--- config.mk ---
export PLATFORM = sky130hd
export DESIGN_NAME = fetch_sequencer
export DESIGN_NICKNAME = d
export VERILOG_FILES = /design/src/rtl/fetch_pkg.sv /design/src/rtl/fetch_pc_reg.sv /design/src/rtl/fetch_sequencer.sv
export SDC_FILE = /design/constraint.sdc
export NUM_CORES = 1
export LEC_CHECK = 0
export BUFFER_PORTS_ARGS = -buffer_cell sky130_fd_sc_hd__buf_2
export CORE_MARGIN = 2
export CORE_UTILIZATION = 35
export CTS_CLUSTER_DIAMETER = 60
export DETAILED_ROUTE_END_ITERATION = 10
export GPL_ROUTABILITY_DRIVEN = 0
export PLACE_DENSITY_LB_ADDON = 0.08
export SKIP_CTS_REPAIR_TIMING = 1
export SYNTH_ARGS = -nofsm -noshare
export SYNTH_HDL_FRONTEND = slang
export SYNTH_SLANG_ARGS = --single-unit
export TNS_END_PERCENT = 20
--- constraint.sdc ---
create_clock -name clk -period 6.9 [get_ports clk]
set_input_delay 1.38 -clock clk [delete_from_list [all_inputs] [get_ports clk]]
set_output_delay 1.38 -clock clk [all_outputs]
set_load 0.01 [all_outputs]
--- src/rtl/fetch_pkg.sv ---
// Shared types and constants for the instruction-fetch sequencer.
package fetch_pkg;

    localparam int unsigned INSTR_BYTES = 4;

    typedef enum logic [1:0] {
        IDLE  = 2'd0,
        FETCH = 2'd1,
        HOLD  = 2'd2,
        DRAIN = 2'd3
    } fetch_state_t;

endpackage

--- src/rtl/fetch_pc_reg.sv ---
// Program counter register: load (redirect) beats increment.
// Also exposes the next-cycle value so the request address can be registered from it.
module fetch_pc_reg
    import fetch_pkg::*;
#(
    parameter int unsigned          WIDTH    = 32,
    parameter logic [WIDTH-1:0]     RESET_PC = '0
) (
    input  logic             clk,
    input  logic             rst,
    input  logic             load,
    input  logic [WIDTH-1:0] target,
    input  logic             inc,
    output logic [WIDTH-1:0] pc,
    output logic [WIDTH-1:0] pc_next
);

    logic [WIDTH-1:0] pc_q;
    logic [WIDTH-1:0] pc_d;

    always_comb begin
        pc_d = pc_q;
        if (load) begin
            pc_d = target;
        end else if (inc) begin
            // Wraps modulo 2^WIDTH; targets are taken as-is with no alignment check.
            pc_d = pc_q + WIDTH'(INSTR_BYTES);
        end
    end

    always_ff @(posedge clk or posedge rst) begin
        if (rst) begin
            pc_q <= RESET_PC;
        end else begin
            pc_q <= pc_d;
        end
    end

    assign pc      = pc_q;
    assign pc_next = pc_d;

endmodule

--- src/rtl/fetch_sequencer.sv ---
// Fetch stage: one outstanding imem request, single-entry output buffer, redirects.
// Handshakes: imem_req/imem_ack complete when both are 1 on a rising edge; if_valid/if_ready likewise.
module fetch_sequencer
    import fetch_pkg::*;
#(
    parameter int unsigned          WIDTH    = 32,
    parameter logic [WIDTH-1:0]     RESET_PC = 32'h0
) (
    input  logic             clk,
    input  logic             rst,
    input  logic             run,
    input  logic             redirect_valid,
    input  logic [WIDTH-1:0] redirect_target,
    output logic             imem_req,
    output logic [WIDTH-1:0] imem_addr,
    input  logic             imem_ack,
    input  logic [WIDTH-1:0] imem_rdata,
    output logic             if_valid,
    output logic [WIDTH-1:0] if_pc,
    output logic [WIDTH-1:0] if_instr,
    input  logic             if_ready,
    output fetch_state_t     dbg_state
);

    fetch_state_t     state_q;
    fetch_state_t     state_d;
    logic             pc_load;
    logic             pc_inc;
    logic             capture;
    logic [WIDTH-1:0] pc;
    logic [WIDTH-1:0] pc_next;
    logic [WIDTH-1:0] addr_q;
    logic [WIDTH-1:0] addr_d;
    logic [WIDTH-1:0] if_pc_q;
    logic [WIDTH-1:0] if_pc_d;
    logic [WIDTH-1:0] if_instr_q;
    logic [WIDTH-1:0] if_instr_d;

    fetch_pc_reg #(
        .WIDTH    (WIDTH),
        .RESET_PC (RESET_PC)
    ) u_pc (
        .clk     (clk),
        .rst     (rst),
        .load    (pc_load),
        .target  (redirect_target),
        .inc     (pc_inc),
        .pc      (pc),
        .pc_next (pc_next)
    );

    always_ff @(posedge clk or posedge rst) begin
        if (rst) begin
            state_q <= IDLE;
        end else begin
            state_q <= state_d;
        end
    end

    always_comb begin
        state_d = state_q;
        pc_load = 1'b0;
        pc_inc  = 1'b0;
        capture = 1'b0;
        case (state_q)
            IDLE: begin
                if (redirect_valid) begin
                    pc_load = 1'b1;
                end else if (run) begin
                    state_d = FETCH;
                end
            end
            FETCH: begin
                if (redirect_valid) begin
                    // Without an ack the request is still in flight and must be drained.
                    pc_load = 1'b1;
                    state_d = imem_ack ? FETCH : DRAIN;
                end else if (imem_ack) begin
                    capture = 1'b1;
                    pc_inc  = 1'b1;
                    state_d = HOLD;
                end
            end
            HOLD: begin
                if (redirect_valid) begin
                    pc_load = 1'b1;
                    state_d = run ? FETCH : IDLE;
                end else if (if_ready) begin
                    state_d = run ? FETCH : IDLE;
                end
            end
            DRAIN: begin
                if (redirect_valid) begin
                    pc_load = 1'b1;
                end else if (imem_ack) begin
                    state_d = run ? FETCH : IDLE;
                end
            end
            default: state_d = IDLE;
        endcase
    end

    always_comb begin
        imem_req  = (state_q == FETCH) || (state_q == DRAIN);
        if_valid  = (state_q == HOLD);
        dbg_state = state_q;
    end

    // The request address holds the stale address while draining; otherwise it tracks pc.
    always_comb begin
        addr_d     = (state_d == DRAIN) ? addr_q : pc_next;
        if_pc_d    = capture ? pc : if_pc_q;
        if_instr_d = capture ? imem_rdata : if_instr_q;
    end

    always_ff @(posedge clk or posedge rst) begin
        if (rst) begin
            addr_q     <= RESET_PC;
            if_pc_q    <= '0;
            if_instr_q <= '0;
        end else begin
            addr_q     <= addr_d;
            if_pc_q    <= if_pc_d;
            if_instr_q <= if_instr_d;
        end
    end

    assign imem_addr = addr_q;
    assign if_pc     = if_pc_q;
    assign if_instr  = if_instr_q;

endmodule

==> results.toml, run 1 <==
[run_status]
status = "completed"

[cells_and_area]
final_cell_area_sq_um = 7341
area_delta_synth_final_pct = 28.04
regArea_sq_um = 3253
final_util_pct = 46.04
n_antenna_cell = 0
fillers = 1519
multiInputGateArea_sq_um = 2327
layout.nets = 710
drive_above_1_share_pct = 46.08

[detailed_routing]
ant_nets = 0
wirelength_um = 15180
drtIter0Drc = 267
first_pass_iters = 4
vias = 4347
route.detailed.drc = 0
wl_per_cell_um = 17.51
vias_per_cell = 5.014

[floorplan]
die_w_um = 132.0
rows = 46
die_h_um = 132.0
io_pins = 170
core_sq_um = 15940
dieArea_sq_um = 17420
initial_core_util_pct = 35.96

[yosys]
synthDistinctLibCells = 48
yosysTopAreaCell = "dfrtp_1"
syn_area_sq_um = 5733
synth_common_cells = "dfrtp_1 (130), mux2_2 (90), nor2_1 (35), nand2_1 (28)"
syn-instance-count = 473
yosysSeqAreaShare_pct = 56.74
yosysMostFrequentCell = "dfrtp_1"
async_flop_share_pct = 100.0
syn_area_per_cell_sq_um = 12.12
synth-seq-cells = 130
synth-edff-count = 0
synth_ff_type = "dfrtp_1"
synth_nets = 544
yosysWarnings = 0
synth_top_area_share_pct = 56.74
synthTopCellsByArea = "dfrtp_1 (57%), mux2_2 (18%), xnor2_1 (2.7%), o2bb2ai_1 (2.4%), nor2_1 (2.3%)"

[clock_tree]
clk_latency_ns = 0.42
cts_tree = "yes"
clkTransAtPathRegs_ns = 0.05
ctsLongestPathBuffers = 2
cts_buffers = 17
htree_num_levels = 4
clock_sinks = 130
root_buffer = "clkbuf_16"

[setup_path]
crit_required_ns = 7.23
path_max_fanout = 46
critPathLaunchType = "primary input"
end_kind = "flip-flop"
critical_path_class = "primary input to flip-flop"
arrival_ns = 3.85

[timing]
fin_skew_ns = 0.006533
setup_violations = 0
tightest_slew_ns = 1.187
fmax_ghz = 0.2845
whs_ns = 0.4995
rsz0062_at_grt = "no"
slew_violations = 0
period_needed_ns = 3.515
final.period_utilization_pct = 50.94
slew_headroom_pct = 20.79
setup_tns_ns = 0
final-hold-violation-count = 0

[global_route]
met1_usage_pct = 22.69
grt_pass1_wl_um = 24110
use_met2_pct = 28.21
gr-max-usage-layer = "met2"
antenna_found_initial = 3
track_usage_pct = 17.77
met3_usage_pct = 5.729
grt_max_degree = 82
grt_overflow = 0
grt_pass1_vias = 4468

[power_and_ir_drop]
power_frac_clock_pct = 28.7
combinationalPowerShare_pct = 30.6
p_switching_mw = 0.9474
ir_drop_v = 0.0001954
swShare_pct = 31.82
powerDensity_nw_per_um2 = 405.6
seq_power_share_pct = 40.7
p_leak_nw = 3.296
p_int_mw = 2.030

[job]
drv_cap = 0

[place]
dpl_cell_area_sq_um = 6780
dp.final_hpwl_um = 10060
io_buffer_count = 169

[hold_path]
hp-class = "flip-flop to flip-flop"
[cells by family after synthesis]
group           count (synthesis)  share of synthesized area [%]
compound gates                 68                          7.792
xor+xnor                       26                          3.972
fa+ha+maj                       1                         0.2182
buf+inv                        36                          2.772
flops                         130                          56.74
mux                            92                          18.03
simple gates                  120                          10.48
[state kept, by name (all words and copies together) (netlist names)]
| signal | flops |
|---|---|
| dbg_state | 2 |
| if_instr | 32 |
| if_pc | 32 |
| imem_addr | 32 |
| u_pc.pc | 32 |
[power groups by stage]
stage / clock [mW] / sequential [mW] / combinational [mW]
4_1_cts: 0.877 / 1.22 / 0.930
3_5_place_dp: 0 / 1.22 / 0.930
2_1_floorplan: 0 / 1.32 / 0.411
6_report: 0.856 / 1.21 / 0.910
3_3_place_gp: 0 / 1.22 / 0.914
5_1_grt: 0.906 / 1.25 / 0.991
[metal layers]
layer / vias to the layer above / routed length (um)
met4: 4 / 193
met5: - / 24
li1: 2032 / -
met1: 2142 / 6731
met2: 150 / 7144
met3: 19 / 1089
[cells in the final DEF, fill, tap and decap left out, types with 2 or more instances in the layout]
cell type / count
nand3_1: 9
a21oi_1: 20
a31oi_1: 3
o21ai_0: 13
dfrtp_1: 130
nand2_1: 28
clkinv_2: 2
clkbuf_16: 17
buf_2: 169
and3_1: 2
xor2_1: 8
o31ai_1: 3
clkbuf_1: 5
nor3_1: 9
buf_4: 7
mux2i_1: 2
nand4_1: 16
inv_1: 6
o2bb2ai_1: 16
nor2_1: 34
clkbuf_8: 5
xnor2_1: 18
nor4_1: 5
a211oi_1: 4
mux2_2: 90
or3_1: 3
[metrics by stage]
| stage | worst slack (ns) | power, mW | std cells |
|---|---|---|---|
| 2_1_floorplan | 2.051 | 1.733 | 473 |
| 3_3_place_gp | 2.944 | 2.131 | 836 |
| 3_5_place_dp | 2.895 | 2.152 | 836 |
| 4_1_cts | 3.350 | 3.023 | 867 |
| 5_1_grt | 3.159 | 3.148 | 867 |
| 6_report | 3.385 | 2.977 | 867 |
[area by class of cell]
type | instances | share of cell area (%)
sequential | 130 | 44.32
timing repair buffer | 176 | 12.24
multi-input combinational | 307 | 31.70
tap | 216 | 3.682
clock inverter | 4 | 0.6477
inverter | 7 | 0.4261
clock buffer | 27 | 6.988
[critical path, stage by stage]
cell and delay (ns):
buf_2 0.09, buf_4 0.28, nand4bb_1 0.25, buf_4 0.24, nor2_1 0.80, nand3_1 0.22, or3_1 0.40, a31oi_1 0.17
[path summary, 6_finish.rpt]
| check | start | endpoint | slack, ns | depth (start not counted) |
|---|---|---|---|---|
| min reg2reg | imem_addr[11]$_DFFE_PP0P_ | imem_addr[11]$_DFFE_PP0P_ | 0.50 | 2 |
| max reg2reg | dbg_state[0]$_DFF_PP0_ | u_pc.pc[31]$_DFF_PP0_ | 4.33 | 6 |
| max | redirect_valid | u_pc.pc[31]$_DFF_PP0_ | 3.39 | 8 |
| min in group asynchronous | rst | if_instr[19]$_DFFE_PP0P_ | 0.98 | 2 |
| max in group asynchronous | rst | if_instr[1]$_DFFE_PP0P_ | 4.47 | 3 |
| min | imem_addr[11]$_DFFE_PP0P_ | imem_addr[11]$_DFFE_PP0P_ | 0.50 | 2 |
No activity file was read; power rests on OpenSTA's default activity.
==> run 2, diff against run 1 <==
==> constraint.sdc (replaced) <==
create_clock -name clk -period 3.4 [get_ports clk]
set_input_delay 0.68 -clock clk [delete_from_list [all_inputs] [get_ports clk]]
set_output_delay 0.68 -clock clk [all_outputs]
set_load 0.01 [all_outputs]
==> run 2 against run 1 <==
First-iteration DRC count is 12% lower. Count of clock-buffer cells in the layout is 9 lower. Critical path type is now flip-flop to flip-flop. Non-clock buffer count is 7 higher. Total power is 120% higher. Die area stayed put. Clock power is 140% higher. Sequential power is 100% higher. Critical endpoint is now u_pc.pc[26]$_DFF_PP0_. Wire length is 0.13% higher. Sequential cell count stayed put. Setup slack worse by 2.5 ns. Global-route usage is 0.31 points higher.
==> results.toml, run 2 (same netlist as run 1, synthesis figures left out) <==
[clock_tree]
clock_sinks = 130
clk_latency_ns = 0.41
cts_tree = "yes"
clkTransAtPathRegs_ns = 0.06
cts_buffers = 17
ctsLongestPathBuffers = 2
root_buffer = "clkbuf_16"
htree_num_levels = 4

[floorplan]
rows = 46
io_pins = 170
die_h_um = 132.0
core_sq_um = 15940
initial_core_util_pct = 35.96
die_w_um = 132.0
dieArea_sq_um = 17420

[setup_path]
arrival_ns = 2.76
worstReg2RegStart = "dbg_state[0]$_DFF_PP0_"
r2r_end = "u_pc.pc[26]$_DFF_PP0_"
end_kind = "flip-flop"
crit_start = "dbg_state[0]$_DFF_PP0_"
worstRegToRegCells = 5
path_max_fanout = 10
critical_path_class = "flip-flop to flip-flop"
reg2reg_slack_ns = 0.93
critPathLaunchType = "flip-flop"
crit_path_end = "u_pc.pc[26]$_DFF_PP0_"
crit_required_ns = 3.69

[timing]
rsz0062_at_grt = "no"
slew_violations = 0
setup_violations = 0
fmax_ghz = 0.4054
slew_headroom_pct = 44.77
fin_skew_ns = 0.007121
final.period_utilization_pct = 72.54
period_needed_ns = 2.467
whs_ns = 0.3155
tightest_slew_ns = 0.8254
final-hold-violation-count = 0
worst_slack_ns = 0.9335
setup_tns_ns = 0

[cells_and_area]
mostFrequentLayoutCell = "buf_2"
layout.nets = 717
n_antenna_cell = 0
finish.cell_count_without_fillers = 875
final_cell_area_sq_um = 7531
final_util_pct = 47.24
mostFrequentLayoutCells = "buf_2 (169), dfrtp_1 (130), mux2_2 (90)"
drive_above_1_share_pct = 47.50
area_delta_synth_final_pct = 31.36

[detailed_routing]
drtIter0Drc = 236
wirelength_um = 15200
first_pass_iters = 4
vias_per_cell = 4.906
wl_per_cell_um = 17.38
route.detailed.drc = 0
ant_nets = 0
vias = 4293

[global_route]
grt_pass1_vias = 4558
antenna_found_initial = 3
track_usage_pct = 18.08
grt_pass1_wl_um = 25000
grt_max_degree = 56
grt_overflow = 0

[place]
dpl_cell_area_sq_um = 6857
dp_slack_ns = 0.6054
place_inst = 843
io_buffer_count = 169
dp.final_hpwl_um = 10590

[job]
drv_cap = 0

[run_status]
status = "completed"

[power_and_ir_drop]
powerDensity_nw_per_um2 = 851.3
ir_drop_v = 0.0003606
totalPowerFinal_mw = 6.411
p_leak_nw = 3.384

[hold_path]
hp-class = "primary input to async pin"
[run 2: worst min path at each step]
stage / from / endpoint / slack [ns]
finish: rst / if_instr[6]$_DFFE_PP0P_ / 0.32
CTS: rst / if_instr[13]$_DFFE_PP0P_ / 0.32
global route: rst / if_instr[6]$_DFFE_PP0P_ / 0.34
global placement: imem_addr[11]$_DFFE_PP0P_ / imem_addr[11]$_DFFE_PP0P_ / 0.46
detailed placement: imem_addr[11]$_DFFE_PP0P_ / imem_addr[11]$_DFFE_PP0P_ / 0.48
floorplan: u_pc.pc[0]$_DFF_PP0_ / if_pc[0]$_DFFE_PP0P_ / 0.48
[run 2: final cells by class]
cell class | count | area, sq um
timing repair buffer | 183 | 975.9
fill | 1536 | 8412
clock inverter | 14 | 235.2
multi-input combinational | 307 | 2327
inverter | 7 | 30.03
tap | 216 | 270.3
sequential | 130 | 3253
clock buffer | 18 | 439.2
[run 2: routing by layer]
metal  track usage (%)  up-vias  share of wire, %
li1                  -     2045                 -
met1             23.69     2089                45
met2             28.62      141                47
met3             6.113       16               7.0
met4             5.072        2               1.0
met5                 0        -             0.086
[run 2: worst max-delay path, stage by stage, from the launching register on]
cell       delay (ns)
dfrtp_1          0.52
nand4bb_1        0.38
nor2_1           0.76
nand4_1          0.20
xnor2_1          0.20
mux2_2           0.28
[run 2: power by group]
part | internal, mW | switching [mW] | total, mW
Clock | 1.39 | 0.692 | 2.08
Sequential | 2.11 | 0.344 | 2.46
Combinational | 0.923 | 0.945 | 1.87
Total | 4.43 | 1.98 | 6.41
==> run 3, diff against run 2 <==
==> constraint.sdc (replaced) <==
create_clock -name clk -period 2.43 [get_ports clk]
set_input_delay 0.486 -clock clk [delete_from_list [all_inputs] [get_ports clk]]
set_output_delay 0.486 -clock clk [all_outputs]
set_load 0.01 [all_outputs]
==> run 3 against run 2 <==
First-iteration DRC count increased by 4.7%. Hold slack got worse by 0.17 ns. Combinational power increased by 43%. Clock skew increased by 0.0035 ns. Global-route usage increased by 0.36 points. Critical path type unchanged.
==> results.toml, run 3 (same netlist as run 1, synthesis figures left out) <==
[cells_and_area]
area_delta_synth_final_pct = 32.72
n_antenna_cell = 0
multiInputGateArea_sq_um = 2327
final_util_pct = 47.72
drive_above_1_share_pct = 48.05
layout.nets = 724
regArea_sq_um = 3253
mostFrequentLayoutCells = "buf_2 (169), dfrtp_1 (130), mux2_2 (90)"
mostFrequentLayoutCell = "buf_2"
fillers = 1522
finish.cell_count_without_fillers = 882

[setup_path]
arrival_ns = 2.40
critical_path_class = "flip-flop to flip-flop"
path_max_fanout = 10
crit_required_ns = 2.78
end_kind = "flip-flop"
critPathLaunchType = "flip-flop"

[power_and_ir_drop]
p_int_mw = 6.139
ir_drop_v = 0.0004997
swShare_pct = 31.17
power_frac_clock_pct = 31.5
powerDensity_nw_per_um2 = 1172
p_leak_nw = 3.427
seq_power_share_pct = 38.5
p_switching_mw = 2.779
combinationalPowerShare_pct = 30.0

[place]
dp_slack_ns = 0.2760
io_buffer_count = 169
dp.final_hpwl_um = 10710
place_inst = 850

[detailed_routing]
drtIter0Drc = 247
vias_per_cell = 5.022
wirelength_um = 15310
first_pass_iters = 4
route.detailed.drc = 0
wl_per_cell_um = 17.35
vias = 4429
ant_nets = 0

[timing]
tightest_slew_ns = 0.6163
final-hold-violation-count = 0
rsz0062_at_grt = "no"
slew_headroom_pct = 58.83
setup_tns_ns = 0
final.period_utilization_pct = 84.46
fin_skew_ns = 0.01062
fmax_ghz = 0.4873
period_needed_ns = 2.052
worst_slack_ns = 0.3777
whs_ns = 0.1454
setup_violations = 0
slew_violations = 0

[clock_tree]
htree_num_levels = 4
cts_tree = "yes"
clkTransAtPathRegs_ns = 0.06
clock_sinks = 130
cts_buffers = 17
clk_latency_ns = 0.42
root_buffer = "clkbuf_16"
ctsLongestPathBuffers = 2

[floorplan]
dieArea_sq_um = 17420
die_w_um = 132.0
die_h_um = 132.0
core_sq_um = 15940
io_pins = 170
initial_core_util_pct = 35.96
rows = 46

[hold_path]
hp-class = "primary input to async pin"

[global_route]
grt_pass1_vias = 4731
grt_pass1_wl_um = 25250
grt_max_degree = 51
grt_overflow = 0
track_usage_pct = 18.44
antenna_found_initial = 2

[run_status]
status = "completed"

[job]
drv_cap = 0
## run 3: layout make-up
class	instances	area share, %
tap	216	3.552
inverter	7	0.3947
clock inverter	14	2.763
multi-input combinational	307	30.59
timing repair buffer	190	14.18
clock buffer	18	5.772
sequential	130	42.76
## run 3: power groups by stage
stage	Sequential, mW	Combinational [mW]	Clock (mW)
after floorplan	3.76	1.17	0
after global placement	3.46	2.68	0
after detailed placement	3.47	2.73	0
after CTS	3.45	2.73	2.88
after global routing	3.56	2.93	2.98
final	3.43	2.68	2.81
## run 3: worst max-delay path, stage by stage, from the launching register on
cell      delay [ns]
dfrtp_1         0.53
and4bb_2        0.35
nand3_2         0.18
or4_1           0.54
a31oi_1         0.22
mux2_2          0.18
## run 3: worst paths after layout
check                                           from                   endpoint  slack, ns  cells past startpoint
max                           dbg_state[0]$_DFF_PP0_  imem_addr[14]$_DFFE_PP0P_       0.38                      5
max in group asynchronous                        rst  imem_addr[10]$_DFFE_PP0P_       1.67                      3
min                                              rst   if_instr[21]$_DFFE_PP0P_       0.15                      2
min reg2reg                imem_addr[11]$_DFFE_PP0P_  imem_addr[11]$_DFFE_PP0P_       0.49                      2
min in group clk                  redirect_target[7]       u_pc.pc[7]$_DFF_PP0_       0.29                      3
max reg2reg                   dbg_state[0]$_DFF_PP0_  imem_addr[14]$_DFFE_PP0P_       0.38                      5
## run 3: per-layer routing
metal / GRT usage [%] / up-vias / share of wire (%)
li1: - / 2062 / -
met1: 22.86 / 2202 / 44
met2: 29.86 / 140 / 47
met3: 6.651 / 21 / 7.3
met4: 6.341 / 4 / 1.4
met5: 0 / - / 0.16
## run 3: stage by stage
| stage | area [sq um] | total power [mW] |
|---|---|---|
| CTS | 7609 | 9.061 |
| finish | 7609 | 8.918 |
| detailed placement | 6959 | 6.193 |
| global placement | 6959 | 6.139 |
| global route | 7609 | 9.475 |
| floorplan | 5737 | 4.923 |
